## config.mk

```make
export PLATFORM = sky130hd
export DESIGN_NAME = axi_ad7124_chbuf
export DESIGN_NICKNAME = d
export VERILOG_FILES = /design/src/rtl/axi_ad7124_chbuf.sv
export SDC_FILE = /design/constraint.sdc
export NUM_CORES = 1
export LEC_CHECK = 0
export CAP_MARGIN = 40
export CORE_UTILIZATION = 40
export CTS_CLUSTER_SIZE = 14
export DETAILED_ROUTE_END_ITERATION = 8
export GPL_TIMING_DRIVEN = 0
export HOLD_SLACK_MARGIN = 0.02
export PLACE_DENSITY = 0.62
export SLEW_MARGIN = 10
export SYNTH_ARGS = -nofsm -noshare
export SYNTH_HDL_FRONTEND = slang
export SYNTH_SLANG_ARGS = --single-unit
```

## constraint.sdc

```tcl
create_clock -name clk -period 3.5 [get_ports clk]
set_clock_uncertainty 0.1 [all_clocks]
set_input_delay 0.525 -clock clk [delete_from_list [all_inputs] [get_ports clk]]
set_output_delay 0.525 -clock clk [all_outputs]
set_load 0.05 [all_outputs]
```

## src/rtl/axi_ad7124_chbuf.sv

```systemverilog
// AD7124 channel frame buffer.
// Collects one conversion per channel into a write bank. Once every channel
// of a frame has arrived, the banks are swapped so the completed frame can be
// read through a simple BRAM-style port while the next frame is collected.
module axi_ad7124_chbuf #(
  parameter int NUM_CH    = 8,     // channels per frame, 2..8
  parameter bit STATUS_EN = 1'b1   // place the status byte in word[31:24]
) (
  input  logic        clk,
  input  logic        resetn,
  input  logic        s_valid,
  input  logic [23:0] s_data,
  input  logic [7:0]  s_status,
  input  logic        bram_clk,
  input  logic        bram_rst,
  input  logic        bram_en,
  input  logic [2:0]  bram_addr,
  output logic [31:0] bram_dout,
  output logic        drdy,
  output logic [15:0] frame_cnt,
  output logic [15:0] drop_cnt,
  output logic        err_flag
);

  localparam int                IDX_W  = (NUM_CH > 2) ? $clog2(NUM_CH) : 1;
  localparam logic [4:0]        CH_LIM = 5'(NUM_CH);
  localparam logic [NUM_CH-1:0] FULL   = {NUM_CH{1'b1}};

  // Frame state
  logic [NUM_CH-1:0] mask_q, mask_d;
  logic              bank_sel_q, bank_sel_d;   // write bank index; read bank is the other one
  logic [31:0]       bank_q [2][NUM_CH];
  logic [31:0]       bank_d [2][NUM_CH];

  // Output state
  logic [31:0] dout_q, dout_d;
  logic        drdy_q, drdy_d;
  logic [15:0] frame_cnt_q, frame_cnt_d;
  logic [15:0] drop_cnt_q, drop_cnt_d;
  logic        err_q, err_d;

  // Decoded sample fields
  logic [3:0]       ch;
  logic             ch_ok;
  logic [IDX_W-1:0] ch_idx;
  logic [IDX_W-1:0] rd_idx;
  logic             rd_ok;
  logic [31:0]      wr_word;

  // The BRAM-side clock and reset exist only for IP packaging; all logic runs on clk.
  logic unused_bram;
  assign unused_bram = bram_clk ^ bram_rst;

  assign ch      = s_status[3:0];
  assign ch_ok   = {1'b0, ch} < CH_LIM;
  assign ch_idx  = ch[IDX_W-1:0];
  assign rd_ok   = {2'b00, bram_addr} < CH_LIM;
  assign rd_idx  = bram_addr[IDX_W-1:0];
  assign wr_word = {(STATUS_EN ? s_status : 8'h00), s_data};

  // Next-state: frame completion, sample capture and registered read.
  // NOTE: every variable gets a default at the top of always_comb, so no
  // path can leave it unassigned and infer a latch.
  always_comb begin
    mask_d      = mask_q;
    bank_sel_d  = bank_sel_q;
    bank_d      = bank_q;
    dout_d      = dout_q;
    drdy_d      = 1'b0;
    frame_cnt_d = frame_cnt_q;
    drop_cnt_d  = drop_cnt_q;
    err_d       = err_q;

    // A mask that filled up on the previous edge is retired now: the banks
    // swap and collection restarts. A sample arriving on this same edge
    // lands in the new write bank on top of the cleared mask.
    if (mask_q == FULL) begin
      bank_sel_d  = ~bank_sel_q;
      mask_d      = '0;
      frame_cnt_d = frame_cnt_q + 16'd1;
      drdy_d      = 1'b1;
    end

    if (s_valid) begin
      if (s_status[6]) begin
        err_d = 1'b1;
      end
      if (!ch_ok) begin
        err_d = 1'b1;
      end else begin
        // Channel 0 while a frame is in progress restarts the frame.
        if ((ch == 4'd0) && (mask_d != '0)) begin
          drop_cnt_d = drop_cnt_q + 16'd1;
          mask_d     = '0;
        end
        bank_d[bank_sel_d][ch_idx] = wr_word;
        mask_d[ch_idx]             = 1'b1;
      end
    end

    // Reads use the pre-swap read bank, so a read on the swap edge still
    // returns the previous frame.
    if (bram_en) begin
      dout_d = rd_ok ? bank_q[~bank_sel_q][rd_idx] : 32'h0;
    end
  end

  // State registers with asynchronous active-low reset.
  // NOTE: the bank storage is reset along with the control state so a read
  // issued before the first frame returns zeros rather than stale contents.
  always_ff @(posedge clk or negedge resetn) begin
    if (!resetn) begin
      mask_q      <= '0;
      bank_sel_q  <= 1'b0;
      dout_q      <= '0;
      drdy_q      <= 1'b0;
      frame_cnt_q <= '0;
      drop_cnt_q  <= '0;
      err_q       <= 1'b0;
      for (int b = 0; b < 2; b++) begin
        for (int i = 0; i < NUM_CH; i++) begin
          bank_q[b][i] <= '0;
        end
      end
    end else begin
      // NOTE: sequential state uses non-blocking assignments so every flop
      // samples the pre-edge values regardless of statement order.
      mask_q      <= mask_d;
      bank_sel_q  <= bank_sel_d;
      dout_q      <= dout_d;
      drdy_q      <= drdy_d;
      frame_cnt_q <= frame_cnt_d;
      drop_cnt_q  <= drop_cnt_d;
      err_q       <= err_d;
      bank_q      <= bank_d;
    end
  end

  assign bram_dout = dout_q;
  assign drdy      = drdy_q;
  assign frame_cnt = frame_cnt_q;
  assign drop_cnt  = drop_cnt_q;
  assign err_flag  = err_q;

endmodule

```

After elaboration in Yosys (flattened, before gate mapping)
Index checks and enable logic that the tools add are counted.
{"block": "totals", "reg_bits": 587, "inputBits": 41, "wordCells": 74}
{"block": "classes", "add_sub_neg": 2, "n_lt_le_gt_ge": 9, "n_eq_ne": 2, "n_mux": 23, "bitwise": 6, "n_reduce_logical": 9}
{"operator": "$mux W256", "n": 4}
{"operator": "$bwmux W512", "n": 1}
{"operator": "$demux W256 S1", "n": 1}
{"operator": "$bmux W32 S3", "n": 1}
{"operator": "$demux W32 S3", "n": 1}
{"operator": "$mux W32", "n": 3}
{"operator": "$mux W8", "n": 6}
{"operator": "$add A16 B1 Y16 const B", "n": 2}
{"operator": "$eq A8 B8 Y1 const B", "n": 1}
{"operator": "$ge A4 B4 Y1 const B", "n": 2}
{"operator": "$not A3 Y4", "n": 2}
{"operator": "$or A8 B8 Y8", "n": 1}
{"operator": "$reduce_bool A8 Y1", "n": 1}
{"operator": "$mux W1", "n": 5}
{"operator": "$ge A2 B2 Y1 const B", "n": 2}
{"operator": "$logic_and A1 B1 Y1", "n": 4}
{"operator": "$logic_not A4 Y1", "n": 1}
{"operator": "$lt A3 B4 Y1 const B", "n": 1}
{"operator": "$lt A4 B1 Y1 const B", "n": 1}
{"operator": "$lt A4 B4 Y1 const B", "n": 1}
{"operator": "$not A1 Y2", "n": 2}
{"operator": "$reduce_and A2 Y1", "n": 2}
{"operator": "$demux W1 S3", "n": 1}
{"operator": "$ge A3 B1 Y1 const B", "n": 1}
{"operator": "other kinds (4)", "n": 4}

Logic depth before layout (Yosys ltp)
{"block": "depth", "ltp_word": 10, "depth_mapped": 7, "ltp_nobuf": 5}

Least setup slack after synthesis
Ideal clock, no wire load.
{"block": "synth_path", "kind": "input -> register", "startpoint": "in bram_addr[1]", "endpoint": "reg dout_q[0] (netlist: bram_dout[0])", "arrival_ps": 1976, "required_ps": 3263, "setup_slack_ps": 1287, "stages": 6, "path_buffers": 2, "path_cell_list": "buf_2 > buf_2 > mux4_2 > mux2_2 > o22ai_1 > a21oi_1"}
{"block": "synth_via", "elab_chain_cells": 4}
{"element": "from (decl)", "line_no": "17", "source": "input logic [2:0] bram_addr,"}
{"element": "$not A3 Y4", "line_no": "104", "source": "dout_d = rd_ok ? bank_q[~bank_sel_q][rd_idx] : 32'h0;"}
{"element": "$bmux W32 S3", "line_no": "104"}
{"element": "$mux W32 (implied by the code) (2 in a row)", "line_no": "104"}
{"element": "to (signal assigned)", "line_no": "130", "source": "dout_q <= dout_d;"}
{"element": "to (decl)", "line_no": "36", "source": "logic [31:0] dout_q, dout_d;"}
Every way passes these cells. The select of a mux whose other input is x is not followed.
A chain may end at the register's enable or synchronous reset.

Final worst setup path
{"block": "layout_path", "startpoint": "in s_valid", "endpoint": "reg bank_q[421] (netlist name)"}
{"block": "layout_via", "elab_chain_cells": 1}
{"element": "from (decl)", "line_no": "11", "source": "input logic s_valid,"}
{"element": "$reduce_and A2 Y1 (no source line)"}
{"element": "to (signal assigned)", "line_no": "135", "source": "bank_q <= bank_d;"}
{"element": "to (decl)", "line_no": "32", "source": "logic [31:0] bank_q [2][NUM_CH];"}
Every way passes these cells.

==> out/qor.txt <==
status -> finished, final reports clean
Distinct cells, synth -> 41
via/cell ratio -> 5.53
height of the die -> 254 um
most common cell in the netlist -> dfrtp_1
CP endpoint kind -> flip-flop
antenna violations before repair -> 1
reg-to-reg slack, setup -> 0.61 ns
Slew headroom -> 33.1%
Post-synth EDFFs -> 0
setup ws final -> 0.501 ns
Post-synth ARST share -> 100%
sequential cell area fraction in the yosys report -> 57.7%
Yosys top cell by area -> dfrtp_1
syn_nets -> 1674
Hold Crit Class -> reg -> reg
Place WS -> -0.136 ns
diodes inserted -> 0
Post-Syn Instances -> 1631
yosys warns -> 0
LEAKAGE -> 13.5 nW
Synth top area share -> 57.7%
largest net degree at the start of global routing -> 116
core region area -> 0.0630 sq mm
Worst EP required -> 3.93 ns
Initial Util -> 40.5%
clock latency on the worst-skew pair -> 0.65 ns
FF/Latch Area -> 0.0147 sq mm
RSZ-0062 raised after global routing -> no
Worst VDD drop -> 0.000295 V
Synth Register Bits -> 587
CTS root buf -> clkbuf_16
DR pass1 iterations -> 5
CTS max path bufs -> 3
Synth top cells by count -> dfrtp_1 (587), mux2_2 (481), mux4_2 (128)
Fin. Hold Viols -> 0
endpoints failing setup -> 0
Final ANT Viol Nets -> 0
Avg Cell Area, Syn -> 15.6 sq um
violation count after the first detailed-route iteration -> 1020
Worst setup SP type -> input pin
total global routing overflow -> 0
Slew Limit Fails -> 0
WL/cell -> 24.4 um
maximum clock rate -> 333 MHz
CTS tree -> done
DRC violations left -> 0
via count -> 15000
final wirelength -> 65900 um
Tmin final -> 3.00 ns
die width -> 254 um
number of fillers in the final layout -> 5439
number of global-route vias before repair -> 16300
Num CTS Buffers -> 61
post-DP HPWL -> 42000 um
CTS Sinks -> 587
first-pass GRT wire length -> 102000 um
I/O pins -> 107
CP Class -> in -> reg
CP arrival -> 3.43 ns
# nets final -> 1853
synth top area cells -> dfrtp_1 (58%), mux2_2 (21%), mux4_2 (11%)
num rows -> 92
Worst-Margin Slew -> 0.997 ns
Area Growth Syn to Fin -> 17.5%
routability cong. -> 0.801
multi-input logic area -> 0.0102 sq mm
PwrDens -> 633 mW/mm^2
# Post-CTS Setup Buffers -> 0
Post-synth top flop -> dfrtp_1
Port Buffers -> 101
Max H-tree Level -> 2
Crit Path Max Fanout -> 10
Final period util -> 85.7%
Final Util -> 47.5%
layout cells sized above 1 -> 43.3%
Clock Pin Slew Worst Setup and Hold Paths -> 0.06 ns
max_cap viols -> 0
Total GRT Usage -> 21.2%
die area -> 0.0647 sq mm
synthesized area -> 0.0255 sq mm
==> timing repair <==
item | in CTS | in global routing
endpoints found under the hold margin | 96 | 0
hold buffers | 1 | 0
resized for setup | 0 | 0
==> sequential cells by signal, summed over array words and instances (netlist names) <==
name / cells
frame_cnt: 16
bram_dout: 32
bank_sel_q: 1
drdy: 1
bank_q: 512
err_flag: 1
drop_cnt: 16
mask_q: 8
==> worst paths after layout <==
kind	startpoint	end	depth (start not counted)
hold / removal	bank_q[24]	bank_q[24]	1
setup / recovery	s_valid	bank_q[421]	6
max in group asynchronous	resetn	bank_q[332]	4
min in group asynchronous	resetn	drop_cnt[7]	2
hold reg to reg	bank_q[24]	bank_q[24]	1
setup reg to reg	mask_q[5]	bank_q[368]	5
==> worst max-delay path, stage by stage <==
cell and delay, ns:
clkdlybuf4s50_1 0.49, nor3b_2 0.54, nand3b_1 0.26, nor3_1 0.69, buf_2 0.51, mux2_2 0.39
==> report_power, final <==
part,internal (mW),switching [mW]
clock network,4.01,2.75
registers,8.00,0.682
logic,1.83,1.69
total,13.8,5.12
==> stage by stage <==
stage | cell area [sq um] | std cells | hold WS, ns | TNS [ns] | power [mW]
after global routing | 29900 | 2706 | 0.374 | 0 | 19.8
after global placement | 27500 | 2578 | 0.343 | - | 12.2
after detailed placement | 27800 | 2590 | 0.348 | -3.27 | 12.3
after CTS | 29900 | 2704 | 0.363 | 0 | 19.1
after floorplan | 25500 | 1631 | 0.129 | 0 | 11.1
final | 29900 | 2706 | 0.359 | 0 | 19.0
==> cell families (layout without fill, tap and decap cells) <==
logic type / count (synthesis) / in the layout / share of synthesized area (%)
AOI/OAI and AO/OA: 117 / 117 / 2.73
xor gates and xnor gates: 30 / 30 / 1.03
adders and majority gates: 2 / 2 / 0.0982
buffers and inverters: 130 / 359 / 2.24
DFF: 587 / 587 / 57.7
muxes: 610 / 610 / 32.6
and+or+nand+nor: 155 / 155 / 3.61
==> metal layers <==
layer,GRT usage (%),vias to the layer above,share of wire (%)
li1,-,6419,-
met1,29.7,8120,46
met2,33.7,317,47
met3,4.00,96,4.6
met4,5.71,2,2.2
met5,0,-,0.014
==> area by class of cell <==
class,count,area share [%]
clock inverter,13,0.556
multi-input combinational,914,34.1
timing repair buffer,116,4.26
tap,846,3.54
sequential,587,49.1
inverter,4,0.0502
clock buffer,100,6.53
buffer,126,1.86
==> cells in the final DEF, fill, tap and decap left out, drive strengths merged <==
cell type and n:
dfrtp 587, mux2 482, clkbuf 156, mux4 128, clkdlybuf4s50 100, buf 85
o22ai 64, a21oi 37, nor2b 26, nand2 24, xnor2 21, nand2b 20
and2 16, nand3 13, nand4 11, nor3 10, xor2 9, clkinv 9
or2 7, o21ai 7, and4 5, nor2 5, and3 5, inv 5
nand3b 4, a21o 4, nor4 4, bufinv 3, nor3b 3, ha 2
a22oi 1, or4 1, o211ai 1, a211o 1, o211a 1, a211oi 1
nor4b 1, dlygate4sd3 1
Power figures use the tool's default switching activity.
